File: src/rtl/apb_master.sv
// APB3 requester: converts a valid/ready command into one APB transfer at a time.
// Optional ACCESS-phase timeout abort is built when APB_MASTER_TIMEOUT_EN is defined.
module apb_master #(
  parameter int unsigned ADDR_WIDTH     = 32,
  parameter int unsigned DATA_WIDTH     = 32,
  parameter int unsigned TIMEOUT_CYCLES = 16
) (
  input  logic                  PCLK,
  input  logic                  PRESETn,
  // command side
  input  logic                  cmd_valid,
  output logic                  cmd_ready,
  input  logic                  cmd_write,
  input  logic [ADDR_WIDTH-1:0] cmd_addr,
  input  logic [DATA_WIDTH-1:0] cmd_wdata,
  // response side
  output logic                  rsp_valid,
  output logic [DATA_WIDTH-1:0] rsp_rdata,
  output logic                  rsp_err,
  // APB requester signals
  output logic [ADDR_WIDTH-1:0] PADDR,
  output logic                  PSEL,
  output logic                  PENABLE,
  output logic                  PWRITE,
  output logic [DATA_WIDTH-1:0] PWDATA,
  input  logic [DATA_WIDTH-1:0] PRDATA,
  input  logic                  PREADY,
  input  logic                  PSLVERR
);

  if (TIMEOUT_CYCLES == 0) begin : g_param_check
    $error("TIMEOUT_CYCLES must be nonzero");
  end

  typedef enum logic [1:0] {StIdle, StSetup, StAccess} state_e;

  state_e                state_q, state_d;
  logic [ADDR_WIDTH-1:0] paddr_q, paddr_d;
  logic                  psel_q, psel_d;
  logic                  penable_q, penable_d;
  logic                  pwrite_q, pwrite_d;
  logic [DATA_WIDTH-1:0] pwdata_q, pwdata_d;
  logic                  rsp_valid_q, rsp_valid_d;
  logic [DATA_WIDTH-1:0] rsp_rdata_q, rsp_rdata_d;
  logic                  rsp_err_q, rsp_err_d;
  logic                  abort;

  assign cmd_ready = (state_q == StIdle);

`ifdef APB_MASTER_TIMEOUT_EN
  localparam int unsigned CntW = $clog2(TIMEOUT_CYCLES + 1);

  logic [CntW-1:0] cnt_q, cnt_d;

  // Counts ACCESS cycles that saw PREADY low; abort fires on the cycle the count hits the limit.
  always_comb begin
    cnt_d = cnt_q;
    abort = 1'b0;
    if (state_q == StIdle && cmd_valid) begin
      cnt_d = '0;
    end else if (state_q == StAccess && !PREADY) begin
      cnt_d = cnt_q + 1'b1;
      abort = (cnt_d == CntW'(TIMEOUT_CYCLES));
    end
  end

  always_ff @(posedge PCLK or negedge PRESETn) begin
    if (!PRESETn) begin
      cnt_q <= '0;
    end else begin
      cnt_q <= cnt_d;
    end
  end
`else
  assign abort = 1'b0;
`endif

  always_comb begin
    state_d     = state_q;
    paddr_d     = paddr_q;
    psel_d      = psel_q;
    penable_d   = penable_q;
    pwrite_d    = pwrite_q;
    pwdata_d    = pwdata_q;
    rsp_valid_d = 1'b0;
    rsp_rdata_d = rsp_rdata_q;
    rsp_err_d   = rsp_err_q;
    unique case (state_q)
      StIdle: begin
        if (cmd_valid) begin
          paddr_d  = cmd_addr;
          pwrite_d = cmd_write;
          pwdata_d = cmd_write ? cmd_wdata : '0;
          psel_d   = 1'b1;
          state_d  = StSetup;
        end
      end
      StSetup: begin
        penable_d = 1'b1;
        state_d   = StAccess;
      end
      StAccess: begin
        // PREADY wins over a coincident timeout: the transfer completes normally.
        if (PREADY) begin
          psel_d      = 1'b0;
          penable_d   = 1'b0;
          rsp_valid_d = 1'b1;
          rsp_rdata_d = pwrite_q ? '0 : PRDATA;
          rsp_err_d   = PSLVERR;
          state_d     = StIdle;
        end else if (abort) begin
          psel_d      = 1'b0;
          penable_d   = 1'b0;
          rsp_valid_d = 1'b1;
          rsp_rdata_d = '0;
          rsp_err_d   = 1'b1;
          state_d     = StIdle;
        end
      end
      default: begin
        psel_d    = 1'b0;
        penable_d = 1'b0;
        state_d   = StIdle;
      end
    endcase
  end

  always_ff @(posedge PCLK or negedge PRESETn) begin
    if (!PRESETn) begin
      state_q     <= StIdle;
      paddr_q     <= '0;
      psel_q      <= 1'b0;
      penable_q   <= 1'b0;
      pwrite_q    <= 1'b0;
      pwdata_q    <= '0;
      rsp_valid_q <= 1'b0;
      rsp_rdata_q <= '0;
      rsp_err_q   <= 1'b0;
    end else begin
      state_q     <= state_d;
      paddr_q     <= paddr_d;
      psel_q      <= psel_d;
      penable_q   <= penable_d;
      pwrite_q    <= pwrite_d;
      pwdata_q    <= pwdata_d;
      rsp_valid_q <= rsp_valid_d;
      rsp_rdata_q <= rsp_rdata_d;
      rsp_err_q   <= rsp_err_d;
    end
  end

  assign PADDR     = paddr_q;
  assign PSEL      = psel_q;
  assign PENABLE   = penable_q;
  assign PWRITE    = pwrite_q;
  assign PWDATA    = pwdata_q;
  assign rsp_valid = rsp_valid_q;
  assign rsp_rdata = rsp_rdata_q;
  assign rsp_err   = rsp_err_q;

endmodule

File: config.mk
export PLATFORM = sky130hd
export DESIGN_NAME = apb_master
export DESIGN_NICKNAME = d
export VERILOG_FILES = /design/src/rtl/apb_master.sv
export SDC_FILE = /design/constraint.sdc
export NUM_CORES = 1
export LEC_CHECK = 0
export ABC_CLOCK_PERIOD_IN_PS = 2150
export BUFFER_PORTS_ARGS = -buffer_cell sky130_fd_sc_hd__buf_4
export CAP_MARGIN = 10
export CORE_ASPECT_RATIO = 1.2
export CORE_MARGIN = 2
export CORE_UTILIZATION = 46
export DETAILED_ROUTE_END_ITERATION = 7
export GPL_TIMING_DRIVEN = 0
export PLACE_DENSITY = 0.8
export SYNTH_ARGS = -nofsm -noshare
export SYNTH_HDL_FRONTEND = slang
export SYNTH_SLANG_ARGS = --single-unit
File: constraint.sdc
create_clock -name PCLK -period 2.15 [get_ports PCLK]
set_clock_uncertainty 0.15 [all_clocks]
set_input_delay 0.43 -clock PCLK [delete_from_list [all_inputs] [get_ports PCLK]]
set_output_delay 0.43 -clock PCLK [all_outputs]
set_load 0.05 [all_outputs]
# Word level (Yosys, flattened, before mapping)
# Cells that the tools add are included.
# word_totals
out_inout_bits	102
reg_bits	103
inputBits	102
elab_cells	32
# classes
eq_ne	4
reduce_logical	6
n_mux	11
bitwise_logic	2
# ops
op	count
32-bit 2-to-1 mux	2
2-bit AND reduction	4
1-bit case mux with 3 select lines	2
2-bit case mux with 3 select lines	1
1-bit 2-to-1 mux	4
2-bit 2-to-1 mux	2
2-bit != test (second input constant)	2
3-bit AND reduction	1
2-bit by 1-bit == test with 1-bit output (second input constant)	1
2-bit == test (second input constant)	1
2-bit logical NOT	1
1-bit inverter	2

# Longest topological paths before layout
# logic_depth
ltp_word	3
depth_mapped	6
mapped_depth_nobuf	3

# Least setup slack after synthesis
# No wires, ideal clock.
# synth_path
kind	reg-to-output
from	reg state_q[1]
to	out cmd_ready
n_path_buf	0
stages_incl_launch_ff	2
path_slack_ps	495
arrival_ps	1075
t_required_ps	1570
cell_sequence	dfrtp_1 > nor2_1
# synth_between
elab_chain_len	1
# synth_rtl
item	line_no	rtl
from (decl)	37	state_e state_q, state_d;
from (signal assigned)	130	state_q <= StIdle;
from (signal assigned)	140	state_q <= state_d;
2-bit logical NOT	48	assign cmd_ready = (state_q == StIdle);
to (decl)	12	output logic cmd_ready,
# No other way between the ends.

# Worst setup path in the final report
# layout_path
from	reg state_q[1]
to	reg pwdata_q[25], in the netlist PWDATA[25]
# layout_between
elab_chain_len	2
# layout_rtl
item	line_no	rtl
2-bit logical NOT	88	unique case (state_q)
2-bit AND reduction (no line)	--	
to (signal assigned)	145	pwdata_q <= pwdata_d;
to (decl)	42	logic [DATA_WIDTH-1:0] pwdata_q, pwdata_d;
# No other way between the ends.
# A chain may end at the register's enable or synchronous reset.

==> results.sh <==
export IMPL_status="finished with violations"
export IMPL_violations="hold timing"
export IMPL_yosys_warnings=0
export IMPL_track_usage=0.2153
export IMPL_synth_mux_area_frac=0.1211
export IMPL_critPathRequiredTime_ns=2.22
export IMPL_yosys_area_share_xor_xnor=0
export IMPL_crit_fanout=10
export IMPL_synth_simple_gate_area_frac=0.1415
export IMPL_postCtsSetupRepairBufs=0
export IMPL_crit_path_end_kind="register"
export IMPL_period_needed_ns=1.748
export IMPL_wl_per_cell_um=14.94
export IMPL_portBuffers=202
export IMPL_hpwl_mm=8.051
export IMPL_rsz0062_at_grt="false"
export IMPL_core_area_um2=8939
export IMPL_clock_sinks=103
export IMPL_final_antenna_net_count=0
export IMPL_finalCritPeriodShare=0.8129
export IMPL_r2r_start="state_q[1]"
export IMPL_clk_insertion_delay_late_ns=0.35
export IMPL_fin_setup_tns_ns=0
export IMPL_syn_avg_cell_area_um2=11.37
export IMPL_max_freq_mhz=572.2
export IMPL_peakVddDrop_v=0.001100
export IMPL_synth_cell_types=15
export IMPL_num_vias=3396
export IMPL_grt_pass1_wl_mm=16.62
export IMPL_hold_viol=4
export IMPL_layout_common_cells="buf_4 (201), dfrtp_1 (103), nand2_1 (98)"
export IMPL_whs_ns=-0.005923
export IMPL_finalWirelength_mm=10.55
export IMPL_numCtsBuffers=9
export IMPL_area_growth_pct=45.26
export IMPL_synth_cells=368
export IMPL_cts_path_max_buffers=2
export IMPL_grt_pass1_vias=3473
export IMPL_cts_hold_buffers_added=0
export IMPL_worst_r2r_cell_count=6
export IMPL_synth_area_leaders="dfrtp_1 (62%), mux2_4 (12%), nand2_1 (8.8%), o21ai_0 (8.0%), nand2b_1 (4.8%)"
export IMPL_synth_compound_area_share=0.08316
export IMPL_nNetsFinal=683
export IMPL_yosysSeqAreaShare=0.6162
export IMPL_max_slew_margin=0.3886
export IMPL_cts_tree="done"
export IMPL_cts_root_buf="clkbuf_8"
export IMPL_syn_area_um2=4183
export IMPL_drive_gt1_frac=0.4420
export IMPL_syn_num_nets=470
export IMPL_drc_errors=0
export IMPL_io_pins=204
export IMPL_dpl_worst_slack_ns=0.3509
export IMPL_setup_slack_ns=0.4024
export IMPL_slew_viol_final=0
export IMPL_die_h_um=108.5
export IMPL_cts_resized=0
export IMPL_critPathArrivalTime_ns=1.82
export IMPL_start_kind="register"
export IMPL_reg2reg_slack_ns=0.40
export IMPL_row_count=38
export IMPL_h_tree_depth=3
export IMPL_worst_pin_slew_ns=0.9171
export IMPL_synth_area_leader_cell="dfrtp_1"
export IMPL_hold_class="primary input to asynchronous set/reset pin"
export IMPL_via_per_inst=4.810
export IMPL_gp_congestion=0.7575
export IMPL_grt_max_degree=104
export IMPL_synthAdderAreaFrac=0
export IMPL_drtPass1Iterations=4
export IMPL_drv_cap=0
export IMPL_path_class="register to register"
export IMPL_final_common_cell="buf_4"
export IMPL_clkSlewWorstSetupHoldPaths_ns=0.09
export IMPL_antenna_found_initial=0
export IMPL_synth_top_family_by_area="simple AND/OR/NAND/NOR gates"
export IMPL_yosys_register_bits=103
export IMPL_initialDrtViolationCount=131
export IMPL_cp_startpoint="state_q[1]"
export IMPL_setup_viol_count_final=0
export IMPL_diodes=0
export IMPL_start_util=0.4679
export IMPL_die_width_um=91.05
export IMPL_gr_total_overflow=0
export IMPL_power_density_nw_per_um2=1895
export IMPL_dieArea_um2=9875
export IMPL_yosysTopAreaCellShare=0.6162
export IMPL_power_leakage_nw=3.144
==> routing by layer <==
metal	global-route usage	routed length [um]	part of all wire
met5	0	0	0
met1	0.2575	4189	0.40
met2	0.3810	5565	0.53
met3	0.04530	637	0.060
met4	0.08658	157	0.015
==> cell usage after synthesis, drive strengths merged <==
| cell type | n |
|---|---|
| dfrtp | 103 |
| nand2 | 98 |
| o21ai | 67 |
| mux2 | 34 |
| nand2b | 32 |
| clkbuf | 17 |
| buf | 8 |
| inv | 3 |
| nor2 | 2 |
| a21oi | 1 |
| nand3b | 1 |
| o21a | 1 |
| or3b | 1 |
==> final cells by class <==
cell class | count | area, um2
fill | 700 | 2863
sequential | 103 | 2577
timing repair buffer | 202 | 1520
multi-input combinational | 237 | 1446
tap | 120 | 150.1
buffer | 25 | 147.6
clock buffer | 11 | 141.4
clock inverter | 5 | 81.33
inverter | 3 | 11.26
==> registers in the layout (all words and copies together), names as in the netlist <==
| signal | count |
|---|---|
| PADDR | 32 |
| rsp_rdata | 32 |
| PWRITE | 1 |
| rsp_valid | 1 |
| PSEL | 1 |
| state_q | 2 |
| PENABLE | 1 |
| PWDATA | 32 |
| rsp_err | 1 |
==> cells by family (layout without fill, tap and decap cells) <==
| logic type | count (synthesis) | after routing |
|---|---|---|
| and+or+nand+nor | 134 | 134 |
| DFF | 103 | 103 |
| AOI/OAI and AO/OA | 69 | 69 |
| muxes | 34 | 34 |
| buffers and inverters | 28 | 246 |
==> worst paths after layout <==
kind,end
worst max-delay path,PWDATA[25]
min in group PCLK,PADDR[22]
worst min-delay path,rsp_rdata[28]
worst max register to register,PWDATA[25]
max in group asynchronous,state_q[0]
worst min register to register,rsp_rdata[15]
==> critical path: stages (launching register included) <==
cell	delay, ns
dfrtp_1	0.44
or3b_1	0.41
buf_6	0.16
buf_6	0.16
buf_6	0.15
nand2_1	0.06
o21ai_0	0.08
==> report_power, final <==
| group | switching [mW] | internal (mW) |
|---|---|---|
| sequential | 0.559 | 2.85 |
| combinational | 4.54 | 2.23 |
| clock | 0.647 | 0.689 |
==> metrics by stage <==
| step | total power [mW] | area (um2) | hold WS [ns] | std cells | utilization |
|---|---|---|---|---|---|
| after floorplan | 8.083 | 4183 | -0.01559 | 368 | - |
| after global placement | 10.11 | 5849 | 0.3129 | 690 | 0.6544 |
| after detailed placement | 10.27 | 5849 | 0.3216 | 690 | 0.6544 |
| after CTS | 11.60 | 6072 | 0.1261 | 706 | 0.6793 |
| after global routing | 12.07 | 6076 | 0.1016 | 706 | 0.6797 |
| final | 11.51 | 6076 | -0.005923 | 706 | 0.6797 |
(Power assumes the default switching activity.)
